$ cat src/rtl/dsp_mac_pkg.sv
// Shared types for the DSP48A1 multiply-accumulate sequencer: OPMODE codes, FSM states, pipeline tags.
package dsp_mac_pkg;

  // X=M, Z=0 starts a fresh sum; X=M, Z=P keeps accumulating
  localparam logic [7:0] OPM_FIRST = 8'h01;
  localparam logic [7:0] OPM_ACC   = 8'h09;

  typedef enum logic [1:0] {
    IDLE,
    FEED,
    DRAIN,
    HOLD
  } state_t;

  typedef struct packed {
    logic vld;
    logic first;
  } tag_t;

endpackage

$ cat src/rtl/dsp_mac_ctrl_if.sv
// Operand stream in and dot-product result out; the slave side is the sequencer.
// res_ovf is present only when DSP_MAC_OVF_CHK_EN is defined.
interface dsp_mac_ctrl_if;
  logic        in_valid;
  logic        in_ready;
  logic [17:0] in_a;
  logic [17:0] in_b;
  logic        res_valid;
  logic        res_ready;
  logic [47:0] res_data;
`ifdef DSP_MAC_OVF_CHK_EN
  logic        res_ovf;

  modport master (output in_valid, in_a, in_b, res_ready,
                  input  in_ready, res_valid, res_data, res_ovf);
  modport slave  (input  in_valid, in_a, in_b, res_ready,
                  output in_ready, res_valid, res_data, res_ovf);
`else
  modport master (output in_valid, in_a, in_b, res_ready,
                  input  in_ready, res_valid, res_data);
  modport slave  (input  in_valid, in_a, in_b, res_ready,
                  output in_ready, res_valid, res_data);
`endif
endinterface

$ cat src/rtl/dsp_mac_tagpipe.sv
// Per-issue-cycle {vld, first} shift register tracking operands through the slice A1/B1 and M registers.
// Latency: taps at MUL_LAT-1 (OPMODE load) and MUL_LAT (CEP); always shifts, no backpressure.
// Synchronous clear drops every tag in flight.
module dsp_mac_tagpipe
  import dsp_mac_pkg::*;
#(
  parameter int MUL_LAT = 2
) (
  input  logic clk,
  input  logic clr,
  input  tag_t tag_in,
  output tag_t tap_opm,
  output logic tap_p_vld
);

  // sr[k] holds the tag issued k+1 cycles ago
  tag_t sr [MUL_LAT];

  always_ff @(posedge clk) begin
    if (clr) begin
      for (int i = 0; i < MUL_LAT; i++) sr[i] <= '0;
    end else begin
      sr[0] <= tag_in;
      for (int i = 1; i < MUL_LAT; i++) sr[i] <= sr[i-1];
    end
  end

  assign tap_p_vld = sr[MUL_LAT-1].vld;

  generate
    if (MUL_LAT == 1) begin : g_tap_in
      assign tap_opm = tag_in;
    end else begin : g_tap_sr
      assign tap_opm = sr[MUL_LAT-2];
    end
  endgenerate

endmodule

$ cat src/rtl/dsp_mac_ctrl.sv
// Feeds operand pairs into one DSP48A1 slice and returns the VEC_LEN-term dot product.
// Latency: last beat accepted in cycle L gives res_valid in L+MUL_LAT+3; result held until res_ready.
// Optional DSP_MAC_OVF_CHK_EN adds res_ovf, a sticky carry-out flag per vector.
module dsp_mac_ctrl
  import dsp_mac_pkg::*;
#(
  parameter int VEC_LEN = 8,
  parameter int MUL_LAT = 2,
  parameter int CNT_W   = 8
) (
  input  logic          clk,
  input  logic          rst,
  dsp_mac_ctrl_if.slave strm,
  output logic [17:0]   dsp_a,
  output logic [17:0]   dsp_b,
  output logic          dsp_ce_ab,
  output logic          dsp_cem,
  output logic [7:0]    dsp_opmode,
  output logic          dsp_ce_opmode,
  output logic          dsp_cep,
  output logic          dsp_rstp,
  input  logic [47:0]   dsp_p,
  input  logic          dsp_carryout
);

  localparam logic [CNT_W-1:0] LAST_BEAT  = CNT_W'(VEC_LEN - 1);
  // P is loaded at the end of the last CEP cycle and is readable one cycle later
  localparam logic [CNT_W-1:0] DRAIN_LAST = CNT_W'(MUL_LAT + 1);

  state_t           state;
  logic [CNT_W-1:0] cnt;
  logic             issue_first;
  tag_t             tag_in;
  tag_t             tap_opm;
  logic             tap_p_vld;

  always_ff @(posedge clk) begin
    if (rst) begin
      state          <= IDLE;
      cnt            <= '0;
      issue_first    <= 1'b0;
      strm.in_ready  <= 1'b0;
      strm.res_valid <= 1'b0;
      strm.res_data  <= '0;
      dsp_a          <= '0;
      dsp_b          <= '0;
      dsp_ce_ab      <= 1'b0;
      dsp_rstp       <= 1'b1;
    end else begin
      dsp_ce_ab <= 1'b0;
      case (state)
        IDLE: begin
          state         <= FEED;
          cnt           <= '0;
          dsp_rstp      <= 1'b0;
          strm.in_ready <= 1'b1;
        end
        FEED: begin
          if (strm.in_valid && strm.in_ready) begin
            dsp_a       <= strm.in_a;
            dsp_b       <= strm.in_b;
            dsp_ce_ab   <= 1'b1;
            issue_first <= (cnt == '0);
            if (cnt == LAST_BEAT) begin
              state         <= DRAIN;
              cnt           <= '0;
              strm.in_ready <= 1'b0;
            end else begin
              cnt <= cnt + CNT_W'(1);
            end
          end
        end
        DRAIN: begin
          if (cnt == DRAIN_LAST) begin
            state          <= HOLD;
            cnt            <= '0;
            strm.res_data  <= dsp_p;
            strm.res_valid <= 1'b1;
          end else begin
            cnt <= cnt + CNT_W'(1);
          end
        end
        HOLD: begin
          if (strm.res_ready) begin
            state          <= IDLE;
            strm.res_valid <= 1'b0;
            dsp_rstp       <= 1'b1;
          end
        end
        default: state <= IDLE;
      endcase
    end
  end

  assign tag_in = '{vld: dsp_ce_ab, first: issue_first};

  dsp_mac_tagpipe #(.MUL_LAT(MUL_LAT)) u_tagpipe (
    .clk       (clk),
    .clr       (rst),
    .tag_in    (tag_in),
    .tap_opm   (tap_opm),
    .tap_p_vld (tap_p_vld)
  );

  // Bubble products still land in M; leaving CEP low keeps them out of P
  assign dsp_cem       = (state != IDLE);
  assign dsp_ce_opmode = tap_opm.vld;
  assign dsp_opmode    = tap_opm.vld ? (tap_opm.first ? OPM_FIRST : OPM_ACC) : 8'h00;
  assign dsp_cep       = tap_p_vld;

`ifdef DSP_MAC_OVF_CHK_EN
  logic cep_d;

  always_ff @(posedge clk) begin
    if (rst) begin
      cep_d        <= 1'b0;
      strm.res_ovf <= 1'b0;
    end else begin
      cep_d <= dsp_cep;
      if (state == IDLE)              strm.res_ovf <= 1'b0;
      else if (cep_d && dsp_carryout) strm.res_ovf <= 1'b1;
    end
  end
`else
  logic carry_unused;
  assign carry_unused = dsp_carryout;
`endif

endmodule

$ cat src/flat_wrapper.sv
// flat-port wrapper written by rule: the top's interface ports become plain ports
module dsp_mac_ctrl_flat import dsp_mac_pkg::*;
#(
  parameter int VEC_LEN = 8,
  parameter int MUL_LAT = 2,
  parameter int CNT_W   = 8
)
  (clk, rst, dsp_a, dsp_b, dsp_ce_ab, dsp_cem, dsp_opmode, dsp_ce_opmode, dsp_cep, dsp_rstp, dsp_p, dsp_carryout, strm_in_valid, strm_in_a, strm_in_b, strm_res_ready, strm_in_ready, strm_res_valid, strm_res_data);
  dsp_mac_ctrl_if strm_i ();
  input  logic clk;
  input  logic rst;
  output logic [17:0] dsp_a;
  output logic [17:0] dsp_b;
  output logic dsp_ce_ab;
  output logic dsp_cem;
  output logic [7:0] dsp_opmode;
  output logic dsp_ce_opmode;
  output logic dsp_cep;
  output logic dsp_rstp;
  input  logic [47:0] dsp_p;
  input  logic dsp_carryout;
  input wire logic [$bits(strm_i.in_valid)-1:0] strm_in_valid;
  input wire logic [$bits(strm_i.in_a)-1:0] strm_in_a;
  input wire logic [$bits(strm_i.in_b)-1:0] strm_in_b;
  input wire logic [$bits(strm_i.res_ready)-1:0] strm_res_ready;
  output wire logic [$bits(strm_i.in_ready)-1:0] strm_in_ready;
  output wire logic [$bits(strm_i.res_valid)-1:0] strm_res_valid;
  output wire logic [$bits(strm_i.res_data)-1:0] strm_res_data;
  assign strm_i.in_valid = strm_in_valid;
  assign strm_i.in_a = strm_in_a;
  assign strm_i.in_b = strm_in_b;
  assign strm_i.res_ready = strm_res_ready;
  assign strm_in_ready = strm_i.in_ready;
  assign strm_res_valid = strm_i.res_valid;
  assign strm_res_data = strm_i.res_data;
  dsp_mac_ctrl #(.VEC_LEN(VEC_LEN), .MUL_LAT(MUL_LAT), .CNT_W(CNT_W)) u_core (.clk(clk), .rst(rst), .strm(strm_i), .dsp_a(dsp_a), .dsp_b(dsp_b), .dsp_ce_ab(dsp_ce_ab), .dsp_cem(dsp_cem), .dsp_opmode(dsp_opmode), .dsp_ce_opmode(dsp_ce_opmode), .dsp_cep(dsp_cep), .dsp_rstp(dsp_rstp), .dsp_p(dsp_p), .dsp_carryout(dsp_carryout));
endmodule
$ cat config.mk
export PLATFORM = sky130hd
export DESIGN_NAME = dsp_mac_ctrl_flat
export DESIGN_NICKNAME = d
export VERILOG_FILES = /design/src/rtl/dsp_mac_pkg.sv /design/src/rtl/dsp_mac_ctrl_if.sv /design/src/rtl/dsp_mac_tagpipe.sv /design/src/rtl/dsp_mac_ctrl.sv /design/src/flat_wrapper.sv
export SDC_FILE = /design/constraint.sdc
export NUM_CORES = 1
export LEC_CHECK = 0
export ABC_AREA = 1
export ABC_CLOCK_PERIOD_IN_PS = 4000
export BUFFER_PORTS_ARGS = -buffer_cell sky130_fd_sc_hd__buf_2
export CORE_MARGIN = 4
export CORE_UTILIZATION = 45
export DETAILED_ROUTE_END_ITERATION = 12
export GPL_ROUTABILITY_DRIVEN = 1
export MAX_ROUTING_LAYER = met4
export PLACE_DENSITY_LB_ADDON = 0.15
export SYNTH_ARGS = -nofsm -noshare
export SYNTH_HDL_FRONTEND = slang
export SYNTH_HIERARCHICAL = 1
export SYNTH_SLANG_ARGS = --single-unit
$ cat constraint.sdc
create_clock -name clk -period 4 [get_ports clk]
set_input_delay 0.8 -clock clk [delete_from_list [all_inputs] [get_ports clk]]
set_output_delay 0.8 -clock clk [all_outputs]
set_load 0.01 [all_outputs]
==> results of run 1 <==
[placed cells by master, fill, tap and decap left out]
cell type	Yosys	layout
a31oi_1	1	1
clkbuf_8	0	10
nand4_1	2	2
nand2_2	3	3
ha_1	6	5
clkbuf_1	17	1
o21ai_1	2	2
inv_1	21	21
nor2_2	3	3
o21a_1	1	1
inv_6	0	2
conb_1	1	6
a21oi_1	39	39
inv_2	2	2
nor2_4	1	1
nor3_1	1	1
buf_4	9	4
nor2_1	95	95
ha_2	0	1
dfxtp_1	102	102
a21oi_2	20	20
nand3_1	40	40
bufinv_16	0	1
or2_2	1	1
o21ai_0	40	40
clkinvlp_4	0	1
nand2_1	75	75
nand3b_1	1	1
buf_2	9	180
o21ai_2	2	2
nand3_2	20	20
[worst max-delay path: cells and delay by family (launching register included)]
family,cells,cell delay [ns]
AO/OA/AOI/OAI,1,0.08
adder cells (fa/ha/maj),1,0.24
buffers and inverters,1,0.49
flip-flops,1,0.39
AND/OR/NAND/NOR,4,1.17
[stage by stage]
step	util	area [sq um]	total power, mW	setup slack [ns]
after detailed placement	0.565	5020	1.64	1.46
after global routing	0.587	5220	2.41	1.19
after CTS	0.587	5220	2.30	1.46
after floorplan	-	4200	1.47	2.31
after global placement	0.565	5020	1.63	1.52
final	0.587	5220	2.27	1.45
[cell type report]
cell class                 instances  area [sq um]
inverter                          23          86.3
tap                              108           135
timing repair buffer             184           931
clock inverter                     4          55.1
clock buffer                      11           141
sequential                       102          2040
fill                             839          3670
multi-input combinational        359          1830
[metal layers]
layer | wire [microns] | track usage
met4 | 160 | 0.0693
met3 | 729 | 0.0422
met5 | 0 | -
met1 | 4610 | 0.227
met2 | 4890 | 0.320
[sequential cells by signal, indices dropped and copies added, names as in the netlist, 2 cells and up]
| signal | count |
|---|---|
| u_core/dsp_b | 18 |
| u_core/state | 2 |
| u_core/u_tagpipe/sr | 3 |
| u_core/strm.res_data | 48 |
| u_core/cnt | 8 |
| u_core/dsp_a | 18 |
[path summary, 6_finish.rpt]
check | start | to | cells after the start
hold reg to reg | u_core/dsp_ce_ab | u_core/u_tagpipe/sr[0][1] | 2
setup / recovery | u_core/cnt[1] | u_core/strm.res_data[15] | 7
hold / removal | u_core/dsp_ce_ab | u_core/u_tagpipe/sr[0][1] | 2
setup reg to reg | u_core/cnt[1] | u_core/strm.res_data[15] | 7
[kinds of logic (layout without fill, tap and decap cells)]
group	count (synthesis)	after routing
other	1	6
AOI/OAI and AO/OA	105	105
and+or+nand+nor	242	242
buffers and inverters	63	222
DFF	102	102
adders and majority gates	6	6
[report_power, final]
group	switching [mW]	internal, mW	total [mW]
logic	0.342	0.164	0.506
clock network	0.345	0.308	0.654
registers	0.0333	1.08	1.11
==> results.sh, run 1 <==
export IMPL_status="complete, no violations"
export IMPL_grt_pass1_wl_microns=17000
export IMPL_synth_area_leaders="dfxtp_1, nor2_1, nand2_1, nand3_1, nand3_2"
export IMPL_antenna_cells=0
export IMPL_drt_iter0_markers=173
export IMPL_cts_tree="built"
export IMPL_synth_top_family_by_area="simple AND/OR/NAND/NOR gates"
export IMPL_path_clk_slew_ns=0.10
export IMPL_post_place_cells=776
export IMPL_power_density_nw_per_um2=435
export IMPL_drv_cap=0
export IMPL_ir_drop_mv=0.214
export IMPL_antenna_found_initial=0
export IMPL_dieArea_sq_um=10900
export IMPL_synth_top_cell_area_share=0.488
export IMPL_viasPerCell=4.96
export IMPL_dp_hpwl_microns=7120
export IMPL_muxShareOfSynthArea=0
export IMPL_syn_inst=519
export IMPL_finClkSkew_ns=0.0151
export IMPL_synth_ff_latch_count=102
export IMPL_io_pins=188
export IMPL_hold_path_class="reg -> reg"
export IMPL_rsz0062_at_grt="no"
export IMPL_synthFlopType="dfxtp_1"
export IMPL_drive_gt1_frac=0.367
export IMPL_fin_nets=774
export IMPL_syn_avg_cell_area_sq_um=8.06
export IMPL_synth_largest_area_cell="dfxtp_1"
export IMPL_cp_end_kind="flop"
export IMPL_setup_viol=0
export IMPL_die_h_microns=104
export IMPL_clk_path_buf_depth=2
export IMPL_hold_viol_final=0
export IMPL_hold_ws_ns=0.423
export IMPL_drcViolationCount=0
export IMPL_cp_cell_sequence="ha_1 -> nand2_2 -> nor2_4 -> buf_4 -> nand2_2 -> nand2_1 -> a21oi_1"
export IMPL_firstDrtPassIters=4
export IMPL_first_global_vias=3770
export IMPL_drt_total_wl_microns=10400
export IMPL_async_flop_share=0
export IMPL_io_buffers=180
export IMPL_detail_route_antenna_nets=0
export IMPL_crit_fanout=49
export IMPL_postCtsHoldBufs=0
export IMPL_clkSinkCount=102
export IMPL_synth_edf_count=0
export IMPL_cts_root_buf="clkbuf_8"
export IMPL_htree_levels=3
export IMPL_slew_viol_final=0
export IMPL_postCtsSetupBuffers=0
export IMPL_synth_distinct_cells=29
export IMPL_yosys_area_share_simple=0.268
export IMPL_critPathLaunchType="flop"
export IMPL_p_leak_nw=2.43
export IMPL_cts_buffers=9
export IMPL_crit_top_cell="nand2_2"
export IMPL_synthXorXnorAreaFrac=0
export IMPL_die_w_microns=104
export IMPL_critPathKind="reg -> reg"
export IMPL_grt_overflow_total=0
export IMPL_core_sq_um=8890
export IMPL_cts_resized=0
export IMPL_slew_limit_headroom=0.264
export IMPL_place_gp_congestion=0.811
export IMPL_synth_commonest_cells="dfxtp_1, nor2_1, nand2_1"
export IMPL_tns_ns=0
export IMPL_synth_warnings=6
export IMPL_r2r_setup_slack_ns=1.45
export IMPL_track_usage=0.192
export IMPL_start_util=0.470
export IMPL_vias=3923
export IMPL_cpPeakStageDelay_ns=0.71
export IMPL_syn_area_sq_um=4180
export IMPL_wl_per_cell_microns=13.1
export IMPL_tightest_slew_ns=1.10
export IMPL_final_cells=791
export IMPL_fin_crit_ns=2.55
export IMPL_row_count=34
export IMPL_fmax_ghz=0.393
export IMPL_synth_fa_ha_area_frac=0.0180
export IMPL_syn2layout_area_growth_pct=24.9
export IMPL_synth_compound_area_share=0.146
export IMPL_cp_arrival_ns=2.77
export IMPL_clk_latency_ns=0.36
export IMPL_timing_final_crit_share=0.636
export IMPL_grt_max_degree=59
export IMPL_critPathSlowestCell="nand2_2"
export IMPL_yosysMostFrequentCell="dfxtp_1"
export IMPL_ys_seq_area_frac=0.488
export IMPL_crit_required_ns=4.22
Power figures use the tool's default switching activity.
==> inputs of run 2 (changes only) <==
Settings changed: ABC_CLOCK_PERIOD_IN_PS 4000 to 2300, CORE_UTILIZATION 45 to 42.
Clock period 4 ns to 2.3 ns, I/O delays scaled along.
==> run 2 against run 1 <==
  * Setup slack worse by 0.94 ns
  * Largest cell class unchanged
  * Power is 68% higher
  * Critical path type unchanged
  * Register-to-register slack worse by 0.94 ns
  * Largest power group unchanged
  * Count of clock-buffer cells in the layout stayed put
  * Clock power is 54% higher
  * Sequential share of layout area is 0.23 points lower
  * Non-clock buffer count is 3 higher
  * Utilization is 4.7 points lower
==> results.sh, run 2 (synthesis results as in run 1) <==
export IMPL_cts_tree="built"
export IMPL_fmax_ghz=0.561
export IMPL_grt_pass1_wl_microns=17100
export IMPL_grt_overflow_total=0
export IMPL_io_pins=188
export IMPL_regMostFlops="u_core/strm.res_data"
export IMPL_io_buffers=180
export IMPL_hold_viol_final=0
export IMPL_tightest_slew_ns=0.751
export IMPL_slew_viol_final=0
export IMPL_place_area_sq_um=5080
export IMPL_fin_nets=777
export IMPL_row_count=36
export IMPL_viasPerCell=4.79
export IMPL_ir_drop_mv=0.304
export IMPL_cp_end_kind="flop"
export IMPL_drive_gt1_frac=0.370
export IMPL_dieArea_sq_um=11600
export IMPL_fin_crit_ns=1.78
export IMPL_postCtsHoldBufs=0
export IMPL_clkSinkCount=102
export IMPL_htree_levels=3
export IMPL_clk_path_buf_depth=2
export IMPL_die_h_microns=108
export IMPL_drcViolationCount=0
export IMPL_layout_common_cells="buf_2, dfxtp_1, nor2_1"
export IMPL_p_leak_nw=2.43
export IMPL_cts_resized=0
export IMPL_hold_path_class="in -> reg"
export IMPL_detail_route_antenna_nets=0
export IMPL_layout_commonest_cell="buf_2"
export IMPL_syn2layout_area_growth_pct=25.6
export IMPL_drt_iter0_markers=187
export IMPL_power_density_nw_per_um2=727
export IMPL_clk_latency_ns=0.35
export IMPL_reg_largest_list="u_core/strm.res_data: 48 flops, u_core/dsp_a: 18 flops, u_core/dsp_b: 18 flops"
export IMPL_place_gp_congestion=0.804
export IMPL_path_clk_slew_ns=0.10
export IMPL_crit_fanout=10
export IMPL_num_fill_cells=1024
export IMPL_crit_top_cell="nand2_1"
export IMPL_drv_cap=0
export IMPL_largest_reg_flops=48
export IMPL_start_util=0.430
export IMPL_critPathSlowestCell="dfxtp_1"
export IMPL_grt_max_degree=59
export IMPL_seq_area_sq_um=2040
export IMPL_crit_required_ns=2.57
export IMPL_cts_buffers=9
export IMPL_status="complete, no violations"
export IMPL_cp_num_buf_inv=1
export IMPL_wl_per_cell_microns=12.6
export IMPL_antenna_found_initial=0
export IMPL_cp_arrival_ns=2.05
export IMPL_first_global_vias=3673
export IMPL_tns_ns=0
export IMPL_slew_limit_headroom=0.499
export IMPL_critPathTopFamily="simple AND/OR/NAND/NOR gates"
export IMPL_postCtsSetupBuffers=0
export IMPL_vias=3925
export IMPL_antenna_cells=0
export IMPL_track_usage=0.187
export IMPL_fin_util=0.540
export IMPL_finClkSkew_ns=0.0120
export IMPL_drt_total_wl_microns=10300
export IMPL_timing_final_crit_share=0.775
export IMPL_stdcell_area_sq_um=5250
export IMPL_dp_slack_ns=0.523
export IMPL_dp_hpwl_microns=7240
export IMPL_setup_viol=0
export IMPL_critPathLaunchType="flop"
export IMPL_cts_root_buf="clkbuf_8"
export IMPL_critPathKind="reg -> reg"
export IMPL_multiInputGateArea_sq_um=1830
export IMPL_firstDrtPassIters=4
export IMPL_cp_cell_sequence="inv_1 -> ha_1 -> nand2_1 -> nand2_1 -> nor2_1 -> nand3_1 -> a21oi_1"
export IMPL_die_w_microns=108
export IMPL_layout_setup_ws_ns=0.517
export IMPL_cpPeakStageDelay_ns=0.37
export IMPL_core_sq_um=9730
export IMPL_rsz0062_at_grt="no"
==> run 2: cell count changes in the layout (fill, tap and decap cells not counted), sizes merged <==
cell      delta
clkinvlp     +1
inv          -1
clkinv       +1
buf          +3
bufinv       -1
==> run 2: final cells by class <==
type                    instances  share of cell area
flip-flops and latches        102               0.389
well taps                     133              0.0317
inverters                      23              0.0164
clock buffers                  11              0.0269
multi-input cells             359               0.348
repair buffers                187               0.182
clock inverters                 4             0.00619
==> run 2: report_power, final <==
group          switching [mW]  internal, mW  leakage [nW]
clock                   0.588         0.424        0.0820
sequential             0.0584          1.88         0.824
combinational           0.588         0.282          1.52
==> run 2: stage by stage <==
| stage | power [mW] | hold WS (ns) | std cells |
|---|---|---|---|
| floorplan | 2.55 | 0.400 | 524 |
| detailed placement | 2.85 | 0.415 | 804 |
| CTS | 3.87 | 0.309 | 819 |
| global placement | 2.84 | 0.410 | 804 |
| finish | 3.82 | 0.325 | 819 |
| global route | 4.08 | 0.318 | 819 |
==> run 2: final timing paths <==
check / startpoint / end / slack (ns) / cells past startpoint
worst max-delay path: u_core/state[1] / u_core/cnt[6] / 0.52 / 7
worst min-delay path: strm_in_b[2] / u_core/dsp_b[2] / 0.32 / 3
worst max register to register: u_core/state[1] / u_core/cnt[6] / 0.52 / 7
worst min register to register: u_core/issue_first / u_core/u_tagpipe/sr[0][0] / 0.42 / 2
==> run 2: routing by layer <==
metal,routed length (microns),share of wire,global-route usage,up-vias
met3,843,0.081,0.0408,12
met4,152,0.015,0.0676,0
met1,4510,0.44,0.232,1763
li1,-,-,-,2005
met2,4840,0.47,0.300,145
met5,0,0,-,-
==> run 2: worst min-delay path: stages <==
cell	delay (ns)
buf_2	0.08
nor2_1	0.03
nor2_1	0.08
==> inputs of run 3 (changes only) <==
Settings changed: ABC_CLOCK_PERIOD_IN_PS 2300 to 1900, CORE_UTILIZATION 42 to 45.
Clock period 2.3 ns to 1.9 ns, I/O delays scaled along.
==> run 3 against run 2 <==
  * Die area down 6.2%
  * Non-clock buffer count up 3
  * Via count up 0.33%
  * Utilization up 5.7 points
  * Count of clock-buffer cells in the layout down 2
  * Sequential share of layout area down 0.39 points
  * Final cell count down 2.7%
  * First-iteration DRC count up 8.6%
==> results.sh, run 3 (synthesis results as in run 1) <==
export IMPL_reg2reg_to="u_core/cnt[0]"
export IMPL_die_w_microns=104
export IMPL_cpPeakStageDelay_ns=0.37
export IMPL_viasPerCell=4.94
export IMPL_crit_required_ns=1.52
export IMPL_row_count=34
export IMPL_hold_path_class="in -> reg"
export IMPL_holdPathStages=3
export IMPL_fmax_ghz=0.612
export IMPL_critPathSlowestCell="dfxtp_1"
export IMPL_cp_cell_sequence="inv_1 -> ha_1 -> inv_1 -> buf_2"
export IMPL_core_sq_um=8890
export IMPL_antenna_cells=0
export IMPL_grt_overflow_total=0
export IMPL_io_pins=188
export IMPL_crit_start="u_core/state[0]"
export IMPL_cts_resized=0
export IMPL_power_density_nw_per_um2=899
export IMPL_cts_root_buf="clkbuf_8"
export IMPL_hold_ws_ns=0.245
export IMPL_multiInputGateArea_sq_um=1830
export IMPL_min_delay_worst_endpoint="u_core/dsp_b[9]"
export IMPL_r2r_start="u_core/state[1]"
export IMPL_cts_tree="built"
export IMPL_postCtsHoldBufs=0
export IMPL_ir_drop_mv=0.432
export IMPL_critPathKind="reg -> out"
export IMPL_clk_latency_ns=0.35
export IMPL_seq_area_sq_um=2040
export IMPL_power_frac_seq=0.491
export IMPL_htree_levels=3
export IMPL_grt_pass1_wl_microns=17300
export IMPL_postCtsSetupBuffers=0
export IMPL_die_h_microns=104
export IMPL_clk_path_buf_depth=2
export IMPL_fin_nets=780
export IMPL_tightest_slew_ns=0.726
export IMPL_hold_viol_final=0
export IMPL_antenna_found_initial=0
export IMPL_r2r_setup_slack_ns=0.28
export IMPL_cp_end_kind="output pin"
export IMPL_track_usage=0.191
export IMPL_rsz0062_at_grt="no"
export IMPL_p_leak_nw=2.48
export IMPL_largest_reg_flops=48
export IMPL_slew_viol_final=0
export IMPL_netSwitchingFraction=0.316
export IMPL_drv_cap=0
export IMPL_p_comb_frac=0.235
export IMPL_reg_largest_list="u_core/strm.res_data: 48 flops, u_core/dsp_a: 18 flops, u_core/dsp_b: 18 flops"
export IMPL_p_switching_mw=1.51
export IMPL_detail_route_antenna_nets=0
export IMPL_clkSinkCount=102
export IMPL_fin_crit_ns=1.63
export IMPL_drt_iter0_markers=203
export IMPL_wl_per_cell_microns=12.8
export IMPL_drcViolationCount=0
export IMPL_status="complete, no violations"
export IMPL_clkPwrFrac=0.274
export IMPL_setup_viol=0
export IMPL_first_global_vias=3907
export IMPL_critPathLaunchType="flop"
export IMPL_num_fill_cells=834
export IMPL_place_gp_congestion=0.849
export IMPL_dieArea_sq_um=10900
export IMPL_syn2layout_area_growth_pct=26.9
export IMPL_firstDrtPassIters=4
export IMPL_io_buffers=180
export IMPL_internal_power_mw=3.26
export IMPL_regMostFlops="u_core/strm.res_data"
export IMPL_place_area_sq_um=5120
export IMPL_layout_common_cells="buf_2, dfxtp_1, nor2_1"
export IMPL_drt_total_wl_microns=10200
export IMPL_drive_gt1_frac=0.374
export IMPL_tns_ns=0
export IMPL_layout_commonest_cell="buf_2"
export IMPL_crit_fanout=3
export IMPL_grt_max_degree=59
export IMPL_dp_hpwl_microns=7360
export IMPL_path_clk_slew_ns=0.09
export IMPL_hp_start="strm_in_b[9]"
export IMPL_timing_final_crit_share=0.859
export IMPL_cts_buffers=9
export IMPL_cp_arrival_ns=1.25
export IMPL_r2r_cells=7
export IMPL_slew_limit_headroom=0.516
export IMPL_finClkSkew_ns=0.0123
export IMPL_start_util=0.470
export IMPL_stdcell_area_sq_um=5310
export IMPL_vias=3938
export IMPL_crit_top_cell="inv_1"
run 3: cell count changes in the layout (fill, tap and decap cells not counted), sizes merged:
cell      change
buf           +3
bufinv        +1
clkbuf        -2
clkinv        +3
clkinvlp      -2
run 3: layout make-up:
type / count / share of cell area
Timing Repair Buffer: 190 / 0.193
Sequential cell: 102 / 0.385
Multi-Input combinational cell: 359 / 0.345
Clock inverter: 6 / 0.0118
Clock buffer: 9 / 0.0233
Inverter: 23 / 0.0163
Tap cell: 108 / 0.0255
run 3: worst max-delay path, delay by kind of cell, from the launching register on:
kind,cells,cell delay (ns)
buf+inv,3,0.30
fa+ha+maj,1,0.24
flops,1,0.37
run 3: layer usage:
metal / GRT usage / part of all wire / vias to the layer above
met3: 0.0534 / 0.080 / 9
met2: 0.316 / 0.47 / 143
met4: 0.0494 / 0.011 / 0
li1: - / - / 2004
met5: - / 0 / -
met1: 0.231 / 0.44 / 1782
run 3: power groups by stage:
stage                     clock network (mW)  logic (mW)  registers [mW]
after CTS                               1.37        1.13            2.35
after global placement                     0        1.10            2.39
after floorplan                            0       0.656            2.44
after global routing                    1.46        1.26            2.36
final                                   1.31        1.12            2.34
after detailed placement                   0        1.13            2.39
run 3: worst max-delay path by stage:
stage	end	slack, ns	cells after the start
floorplan	u_core/strm.res_data[41]	0.44	7
global placement	u_core/cnt[5]	0.34	7
detailed placement	u_core/cnt[7]	0.27	7
CTS	dsp_cem	0.24	4
global route	dsp_cem	0.15	4
finish	dsp_cem	0.27	4
run 3: per-stage QoR:
stage | instances | utilization | worst slack (ns) | power (mW)
after global placement | 782 | 0.576 | 0.336 | 3.49
after floorplan | 524 | - | 0.444 | 3.09
after detailed placement | 782 | 0.576 | 0.267 | 3.52
after global routing | 797 | 0.597 | 0.146 | 5.08
final | 797 | 0.597 | 0.267 | 4.77
after CTS | 797 | 0.597 | 0.243 | 4.84
